==> config.mk <==
export PLATFORM = sky130hd
export DESIGN_NAME = pc_unit
export DESIGN_NICKNAME = d
export VERILOG_FILES = /design/src/rtl/pc_unit.sv
export SDC_FILE = /design/constraint.sdc
export NUM_CORES = 1
export LEC_CHECK = 0
export BUFFER_PORTS_ARGS = -buffer_cell sky130_fd_sc_hd__buf_4
export CORE_MARGIN = 2
export CORE_UTILIZATION = 52
export DETAILED_ROUTE_END_ITERATION = 16
export GPL_ROUTABILITY_DRIVEN = 0
export GPL_TIMING_DRIVEN = 0
export PLACE_DENSITY_LB_ADDON = 0.1
export SLEW_MARGIN = 10
export SYNTH_ARGS = -nofsm -noshare
export SYNTH_HDL_FRONTEND = slang
export SYNTH_SLANG_ARGS = --single-unit
==> constraint.sdc <==
create_clock -name PCU_clk -period 2.55 [get_ports PCU_clk]
set_input_delay 0.255 -clock PCU_clk [delete_from_list [all_inputs] [get_ports PCU_clk]]
set_output_delay 0.255 -clock PCU_clk [all_outputs]
set_load 0.03 [all_outputs]
==> src/rtl/pc_unit.sv <==
// ============================================================================
// pc_unit - program-counter stage feeding the instruction fetch unit.
//
// Holds the architectural PC and presents it to fetch every cycle. The next PC
// is chosen from the boot vector, a sequential increment, a stall hold or a
// branch/jump redirect. A three-state FSM (BOOT, RUN, HALT) sequences start-up
// and halting. A fetch counter reports how many PCs have been issued.
//
// Optional feature macro: PCU_MISALIGN_CHECK_EN
//   Defined   : a redirect whose target is not word aligned is refused. The PC
//               is held, the FSM enters HALT and PCU_misalign is set. The flag
//               stays set until reset.
//   Undefined : targets are taken as-is and PCU_misalign is tied low.
//
// Parameters
//   RESET_VECTOR  PC loaded on reset and held through BOOT
//   PC_STEP       byte increment per sequential fetch
//   CNT_W         fetch counter width
//
// Ports
//   PCU_clk        in   1      clock, rising edge
//   PCU_rst        in   1      asynchronous active-low reset
//   PCU_stall      in   1      hold current PC
//   PCU_redirect   in   1      load PCU_target on the next edge
//   PCU_target     in   32     redirect destination byte address
//   PCU_halt       in   1      enter HALT
//   PCU_resume     in   1      leave HALT at the held PC
//   PCU_PC         out  32     current PC (registered)
//   PCU_valid      out  1      PCU_PC is a live fetch request
//   PCU_fetch_cnt  out  CNT_W  number of PCs issued
//   PCU_misalign   out  1      sticky misaligned-target flag
// ============================================================================
module pc_unit #(
    parameter logic [31:0] RESET_VECTOR = 32'h0000_0000,
    parameter int unsigned PC_STEP      = 4,
    parameter int unsigned CNT_W        = 32
) (
    input  logic             PCU_clk,
    input  logic             PCU_rst,
    input  logic             PCU_stall,
    input  logic             PCU_redirect,
    input  logic [31:0]      PCU_target,
    input  logic             PCU_halt,
    input  logic             PCU_resume,
    output logic [31:0]      PCU_PC,
    output logic             PCU_valid,
    output logic [CNT_W-1:0] PCU_fetch_cnt,
    output logic             PCU_misalign
);

    localparam logic [1:0] S_BOOT = 2'd0;
    localparam logic [1:0] S_RUN  = 2'd1;
    localparam logic [1:0] S_HALT = 2'd2;

    localparam logic [31:0] LP_STEP = 32'(PC_STEP);

    logic [1:0]       r_state;
    logic [31:0]      r_pc;
    logic [CNT_W-1:0] r_cnt;

    logic [1:0]       w_state_nxt;
    logic [31:0]      w_pc_nxt;
    logic             w_advance;
    logic             w_refuse;

    // Refusal only exists when the alignment check is built in.
`ifdef PCU_MISALIGN_CHECK_EN
    logic r_misalign;
    assign w_refuse = PCU_redirect && (PCU_target[1:0] != 2'b00);
`else
    assign w_refuse = 1'b0;
`endif

    always_comb begin
        w_state_nxt = r_state;
        w_pc_nxt    = r_pc;
        w_advance   = 1'b0;
        case (r_state)
            S_BOOT: begin
                w_state_nxt = S_RUN;
            end
            S_RUN: begin
                if (PCU_halt) begin
                    w_state_nxt = S_HALT;
                end else if (PCU_redirect) begin
                    if (w_refuse) begin
                        w_state_nxt = S_HALT;
                    end else begin
                        w_pc_nxt  = PCU_target;
                        w_advance = 1'b1;
                    end
                end else if (!PCU_stall) begin
                    // 32-bit add wraps naturally at 2^32.
                    w_pc_nxt  = r_pc + LP_STEP;
                    w_advance = 1'b1;
                end
            end
            S_HALT: begin
                if (PCU_resume && !PCU_halt) begin
                    w_state_nxt = S_RUN;
                end
            end
            default: begin
                w_state_nxt = S_BOOT;
                w_pc_nxt    = RESET_VECTOR;
            end
        endcase
    end

    always_ff @(posedge PCU_clk or negedge PCU_rst) begin
        if (!PCU_rst) begin
            r_state <= S_BOOT;
            r_pc    <= RESET_VECTOR;
            r_cnt   <= '0;
        end else begin
            r_state <= w_state_nxt;
            r_pc    <= w_pc_nxt;
            if (w_advance) begin
                r_cnt <= r_cnt + CNT_W'(1);
            end
        end
    end

`ifdef PCU_MISALIGN_CHECK_EN
    always_ff @(posedge PCU_clk or negedge PCU_rst) begin
        if (!PCU_rst) begin
            r_misalign <= 1'b0;
        end else if ((r_state == S_RUN) && !PCU_halt && w_refuse) begin
            r_misalign <= 1'b1;
        end
    end
    assign PCU_misalign = r_misalign;
`else
    assign PCU_misalign = 1'b0;
`endif

    assign PCU_PC        = r_pc;
    assign PCU_valid     = (r_state == S_RUN);
    assign PCU_fetch_cnt = r_cnt;

endmodule

* After elaboration in Yosys (flattened, before gate mapping) *
Cells that the tools add are included.

storage, ports and cells
  bits in registers = 66
  bits of input ports = 38
  output and inout bits = 66
  logic and storage cells = 29

cells by class
  $add $sub $neg = 2
  eq/ne operators = 6
  muxes and demuxes = 11
  bitwise logic cells = 1
  reductions and logical operators = 6

operators with widths
  operator                                       count
  two-way mux 32 bit                             3
  one-hot mux 32 bit (2 select lines)            1
  adder 32 x 1 -> 32 bit, second input constant  1
  adder 32 x 3 -> 32 bit, second input constant  1
  != test 2 bit, second input constant           3
  one-hot mux 2 bit (3 select lines)             1
  two-way mux 1 bit                              4
  two-way mux 2 bit                              2
  != test 3 bit, second input constant           1
  AND reduction 3 bit                            1
  == test 2 x 1 -> 1 bit, second input constant  1
  == test 2 bit, second input constant           1
  logical NOT 2 bit                              1
  AND reduction 2 bit                            1
  OR reduction 2 bit                             1
  logical AND 1 bit                              1
  logical NOT 1 bit                              1
  NOT 1 bit                                      1

* Depth between registers and ports, before layout *
Gate-level depths: netlist of run 1.

  depth after elaboration = 5
  depth in mapped cells = 8
  gate-level depth less buffers = 6

* Worst setup path after synthesis of run 1 *
Ideal clock, no wire load.

  path kind = register to register
  start = reg r_pc[8] (netlist: PCU_PC[8])
  end = reg r_pc[19] (netlist: PCU_PC[19])
  library setup time = 0.067 ns
  arrival time = 2.002 ns
  data required time = 2.483 ns
  path slack = 0.481 ns
  cell stages (with the launch flop) = 7
  path buffers = 1
  clock period less this slack = 2.069 ns
  cell sequence = dfrtp_1 > buf_2 > nand4_4 > or4_4 > or4_1 > nand2_1 > a221o_1

on the way
  cells in the longest elaborated chain, start to end = 5

RTL lines
  element                              line  text
  from (decl)                          58    logic [31:0] r_pc;
  from (signal assigned)               117   r_pc <= w_pc_nxt;
  adder 32 x 3 -> 32 bit               94    w_pc_nxt = r_pc + LP_STEP;
  two-way mux 32 bit                   92    end else if (!PCU_stall) begin
  two-way mux 32 bit                   85    end else if (PCU_redirect) begin
  two-way mux 32 bit                   83    if (PCU_halt) begin
  one-hot mux 32 bit (2 select lines)  78    case (r_state)

No other way between the ends. The select of a mux whose other input is x is not followed.
A chain may end at the register's enable or synchronous reset.

* Final worst setup path of run 1 *
  start = reg r_pc[2] (netlist: PCU_PC[2])
  end = reg r_pc[18] (netlist: PCU_PC[18])

The elaborated chain is that of the path after synthesis.

==> results.cfg, run 1 <==
[critical_path]
cpMostUsedCell = nand2_1
cp-end-kind = flop
reg2regPathDepth = 6
slowest_stage = dfrtp_1
arrival_ns = 2.45
cp_cell_sequence = ha_1 -> nand2_1 -> nor3_1 -> or4b_1 -> nand2_1 -> a221o_1
critPathBufInv = 0
critPathRequiredTime_ns = 2.84
crit_family = simple AND/OR/NAND/NOR gates
critPathMaxFanout = 8
reg2reg_setup_slack_ns = 0.38
worstSetupPathType = reg -> reg
r2r_start = PCU_PC[2]$_DFFE_PN0P_
critical-path-max-stage-delay_ns = 0.51
startpoint_type = flop
timing.rr.end = PCU_PC[18]$_DFFE_PN0P_
critical_path_depth = 6

[synth]
yosysSeqAreaShare = 0.465
yosys.cell_count.top_type = dfrtp_1
yosysTopAreaCell = dfrtp_1
synth_nets = 417
synthTopCellsByArea = dfrtp_1 (47%), xnor2_1 (6.7%), o21ai_0 (5.4%), nand3_1 (4.7%), nand2_1 (3.3%)
synth_common_cells = dfrtp_1 (66), o21ai_0 (38), nand3_1 (33), nand2_1 (31), xnor2_1 (27)
netlist.area_leader.share = 0.465
syn_area_per_cell_sq_um = 9.42
ys_ff_latch = 66
synth_flop_cell = dfrtp_1
synth-edff-count = 0
yosysWarnings = 0
syn_area_sq_um = 3550
synth_cells = 377
async_flop_share = 1.00
yosysUniqueCellTypes = 44

[floorplan]
design.core.area_sq_um = 6680
dieArea_sq_um = 7500
std_cell_rows = 30
io_pins = 104
fp.dieH_um = 86.6
start_util = 0.531
die_w_um = 86.6

[cts]
cts_inserted_buffers = 9
clk_pin_slew_ns = 0.08
cts_num_sinks = 66
ctsHoldBuffers = 0
clockRootBuffer = clkbuf_8
cts_tree = built
cts_buffer_depth = 2
clkLatencyLatePin_ns = 0.35
htree_levels = 3

[timing]
tightest_slew_ns = 0.831
rsz0062_at_grt = false
timing.final.crit_share = 0.849
hold_viol = 2
period_needed_ns = 2.17
tns_ns = 0
fmax_ghz = 0.462
relSlewSlack = 0.446
finalHoldWorstSlack_ns = -0.00108
setup_viol = 0
finalClockSkew_ns = 0.00893
slew_violations = 0

[layout]
final_cell_area_sq_um = 4620
final_cells = 574
drive_gt1_frac = 0.265
fillers = 576
area_delta_synth_final_pct = 30.0
fin_nets = 529
n_antenna_cell = 0

[pwr]
leakage_nw = 2.12
switching_share = 0.444
internal_power_mw = 2.39
power.density_nw_per_um2 = 933
combPwrFrac = 0.393
power_frac_seq = 0.398
switching_power_mw = 1.91
peakVddDrop_uv = 747
p_clk_frac = 0.209
power_mw = 4.31

[global_route]
grt_use_total = 0.266
grt-ovfl-total = 0
antenna_found_initial = 0
grt_pass1_vias = 3155
grt_pass1_wl_um = 15600
grt_max_degree = 67

[route]
drc = 0
dr.pass1.iters = 5
wirelength_um = 9490
via_per_inst = 5.97
drt_iter0_drc = 298
post_drt_wl_per_cell_um = 16.5
via_count = 3427
drtAntennaViolNets = 0

[status]
violations = negative hold slack
status = complete, but fails checks

[placement]
dp_hpwl_um = 6850
post-place-cells = 558
io_buffers = 101
place_area_sq_um = 4410

[run]
drv_cap = 0

[hold_path]
hp-class = in -> async
final cells by class:
type / count / area [sq um] / area share
repair buffers: 101 / 758 / 0.164
plain buffers: 15 / 76.3 / 0.0165
well taps: 80 / 100 / 0.0217
clock inverters: 7 / 77.6 / 0.0168
inverters: 9 / 33.8 / 0.00732
flip-flops and latches: 66 / 1650 / 0.358
clock buffers: 9 / 124 / 0.0268
multi-input cells: 287 / 1790 / 0.389
registers in the layout, indices dropped and copies added, names as in the netlist:
name / flops
PCU_PC: 32
PCU_fetch_cnt: 32
r_state: 2
per-layer routing:
layer,up-vias,share of wire,track usage
met1,1659,0.43,0.365
met5,-,0,0
met4,0,0.013,0.102
li1,1618,-,-
met2,138,0.48,0.415
met3,12,0.069,0.0552
stage by stage:
stage | worst slack (ns) | utilization
after floorplan | 0.481 | -
after global placement | 0.309 | 0.660
after detailed placement | 0.258 | 0.660
after CTS | 0.303 | 0.690
after global routing | 0.176 | 0.691
final | 0.384 | 0.691
power by group through the flow:
stage | Sequential (mW) | Clock, mW | Combinational [mW]
after CTS | 1.70 | 0.919 | 1.70
after global routing | 1.76 | 0.962 | 1.82
after global placement | 1.70 | 0 | 1.67
after detailed placement | 1.72 | 0 | 1.70
final | 1.71 | 0.899 | 1.69
after floorplan | 2.11 | 0 | 0.583
timing repair:
action	CTS	global route
gates resized for setup	0	1
buffers inserted	0	0
endpoints found under the setup margin	0	1
how the worst max path moves through the flow:
stage                                 from  slack (ns)                     end
floorplan            PCU_PC[8]$_DFFE_PN0P_        0.48  PCU_PC[19]$_DFFE_PN0P_
global placement              PCU_redirect        0.31  PCU_PC[16]$_DFFE_PN0P_
detailed placement            PCU_redirect        0.26  PCU_PC[16]$_DFFE_PN0P_
CTS                 r_state[1]$_DFFE_PN0P_        0.30  PCU_PC[18]$_DFFE_PN0P_
global route         PCU_PC[2]$_DFFE_PN0P_        0.18  PCU_PC[26]$_DFFE_PN0P_
finish               PCU_PC[2]$_DFFE_PN0P_        0.38  PCU_PC[18]$_DFFE_PN0P_
worst reg2reg max path, stage by stage, from the launching register on:
cell and delay (ns):
dfrtp_1 0.51, ha_1 0.31, nand2_1 0.17, nor3_1 0.46, or4b_1 0.48, nand2_1 0.08
a221o_1 0.11
cell usage in the layout, fill, tap and decap left out, types with 2 or more instances in the layout:
| cell type | n |
|---|---|
| nand4_1 | 18 |
| nand2_1 | 31 |
| a221o_1 | 2 |
| nand3_1 | 33 |
| nor4_1 | 7 |
| nand2b_1 | 2 |
| o31a_1 | 2 |
| ha_1 | 2 |
| buf_4 | 102 |
| a22oi_1 | 14 |
| nor3_1 | 11 |
| o31ai_1 | 3 |
| nor3_4 | 2 |
| and4_1 | 3 |
| clkbuf_1 | 10 |
| dfrtp_1 | 66 |
| a31oi_1 | 3 |
| a21oi_1 | 16 |
| or4_4 | 3 |
| or4_1 | 3 |
| buf_6 | 2 |
| and2_1 | 4 |
| o311ai_0 | 2 |
| clkbuf_8 | 9 |
| xor2_1 | 13 |
| inv_1 | 9 |
| o21ai_0 | 38 |
| nor2_1 | 25 |
| clkinv_4 | 3 |
| o2bb2ai_1 | 2 |
| xnor2_1 | 27 |
| and3_1 | 8 |
logic make-up after synthesis:
kind of cell,count (synthesis),share of synthesized area
AOI/OAI and AO/OA,86,0.147
xor gates and xnor gates,40,0.0987
adders and majority gates,2,0.00705
buffers and inverters,24,0.0310
DFF,66,0.465
muxes,1,0.00282
other,1,0.00106
and+or+nand+nor,157,0.247
Power figures use the tool's default switching activity.
==> run 2: changes to the inputs <==
Clock period 2.55 ns to 2.1 ns, I/O delays scaled along.
==> run 2 against run 1 <==
Critical path type unchanged. Utilization rose by 1.7 points. Critical endpoint unchanged. First-iteration DRC count fell by 24%. Sequential share of layout area down 0.80 points. The run now ends clean.
==> results.cfg, run 2 (synthesis gave the netlist of run 1 again) <==
[status]
status = finished, final reports clean

[route]
drtAntennaViolNets = 0
dr.pass1.iters = 5
via_count = 3479
wirelength_um = 9700
drc = 0
via_per_inst = 5.97
drt_iter0_drc = 227
post_drt_wl_per_cell_um = 16.6

[floorplan]
design.core.area_sq_um = 6680
die_w_um = 86.6
start_util = 0.531
std_cell_rows = 30
io_pins = 104
dieArea_sq_um = 7500
fp.dieH_um = 86.6

[timing]
fmax_ghz = 0.493
setup_viol = 0
finalHoldWorstSlack_ns = 0.0700
finalClockSkew_ns = 0.0106
period_needed_ns = 2.03
relSlewSlack = 0.438
timing.final.crit_share = 0.967
hold_viol = 0
slew_violations = 0
rsz0062_at_grt = true
tightest_slew_ns = 0.844

[pwr]
power.density_nw_per_um2 = 1110
switching_share = 0.445
leakage_nw = 2.17
switching_power_mw = 2.34
power_frac_seq = 0.398
p_clk_frac = 0.208
power_mw = 5.26
internal_power_mw = 2.91
combPwrFrac = 0.393
peakVddDrop_uv = 905

[critical_path]
worstSetupPathType = reg -> reg
cpMostUsedCell = nand2_1
cp_cell_sequence = ha_1 -> nand2_1 -> nor3_2 -> or4b_1 -> nand2_1 -> a221o_1
slowest_stage = dfrtp_1
cp-end-kind = flop
startpoint_type = flop
critical-path-max-stage-delay_ns = 0.51
arrival_ns = 2.32
critPathRequiredTime_ns = 2.39
reg2regPathDepth = 6
critPathMaxFanout = 8

[cts]
clkLatencyLatePin_ns = 0.35
cts_inserted_buffers = 9
htree_levels = 3
cts_tree = built
clockRootBuffer = clkbuf_8
clk_pin_slew_ns = 0.08
cts_num_sinks = 66
cts_buffer_depth = 2

[layout]
drive_gt1_frac = 0.298
n_antenna_cell = 0
fillers = 564
final_cells = 583
layout_commonest_cell = buf_4
area_delta_synth_final_pct = 33.2
final_cell_mix = buf_4 (110), dfrtp_1 (64), o21ai_0 (38)
final_util = 0.708
fin_nets = 538

[global_route]
grt-ovfl-total = 0
antenna_found_initial = 0
grt_use_total = 0.266
grt_pass1_vias = 3153
grt_max_degree = 67
grt_pass1_wl_um = 15600

[placement]
dp_hpwl_um = 6850
io_buffers = 101
post-place-cells = 558

[hold_path]
hp-class = in -> reg
holdPathStages = 3

[run]
drv_cap = 0
## run 2: final cells by class
type	count	area, sq um	share of cell area
Multi-Input combinational cell	287	1830	0.388
Sequential cell	66	1650	0.350
Timing Repair Buffer	110	828	0.175
Clock buffer	9	124	0.0262
Tap cell	80	100	0.0212
Clock inverter	7	77.6	0.0164
Buffer	15	77.6	0.0164
Inverter	9	33.8	0.00714
## run 2: critical path: cells and delay by family (launching register included)
family | cells | cell delay, ns
AOI/OAI and AO/OA | 1 | 0.11
adders and majority gates | 1 | 0.31
DFF | 1 | 0.51
and+or+nand+nor | 4 | 1.05
## run 2: metal layers
layer	vias to the layer above	GRT usage	share of wire
met1	1695	0.364	0.44
met4	0	0.102	0.016
met3	17	0.0552	0.062
met5	-	0	0
li1	1639	-	-
met2	128	0.416	0.48
## run 2: path summary, 6_finish.rpt
path	from	to	slack [ns]
setup / recovery	PCU_PC[2]$_DFFE_PN0P_	PCU_PC[18]$_DFFE_PN0P_	0.07
hold / removal	PCU_target[21]	PCU_PC[21]$_DFFE_PN0P_	0.07
setup reg to reg	PCU_PC[2]$_DFFE_PN0P_	PCU_PC[18]$_DFFE_PN0P_	0.07
hold reg to reg	PCU_fetch_cnt[31]$_DFFE_PN0P_	PCU_fetch_cnt[31]$_DFFE_PN0P_	0.48
max in group asynchronous	PCU_rst	PCU_PC[16]$_DFFE_PN0P_	1.00
min in group asynchronous	PCU_rst	PCU_PC[22]$_DFFE_PN0P_	0.50
## run 2: timing repair
item / in CTS / in global routing
pin swaps: 0 / 4
endpoints found under the hold margin: 61 / 0
resized for setup: 2 / 12
setup endpoints to repair: 9 / 33
hold buffers: 1 / 0
setup buffers: 0 / 8
## run 2: power by group through the flow
| stage | combinational (mW) | clock, mW | sequential (mW) |
|---|---|---|---|
| 3_3_place_gp | 2.02 | 0 | 2.07 |
| 2_1_floorplan | 0.708 | 0 | 2.56 |
| 4_1_cts | 2.07 | 1.12 | 2.07 |
| 3_5_place_dp | 2.06 | 0 | 2.09 |
| 6_report | 2.07 | 1.10 | 2.09 |
| 5_1_grt | 2.23 | 1.17 | 2.15 |
## run 2: metrics by stage
step	setup slack (ns)	setup TNS, ns	cell area, sq um
final	0.0698	0	4730
after detailed placement	-0.147	-0.999	4410
after CTS	-0.0152	-0.0284	4630
after floorplan	0.0311	0	3550
after global routing	-0.0684	-0.153	4730
after global placement	-0.0980	-0.512	4410
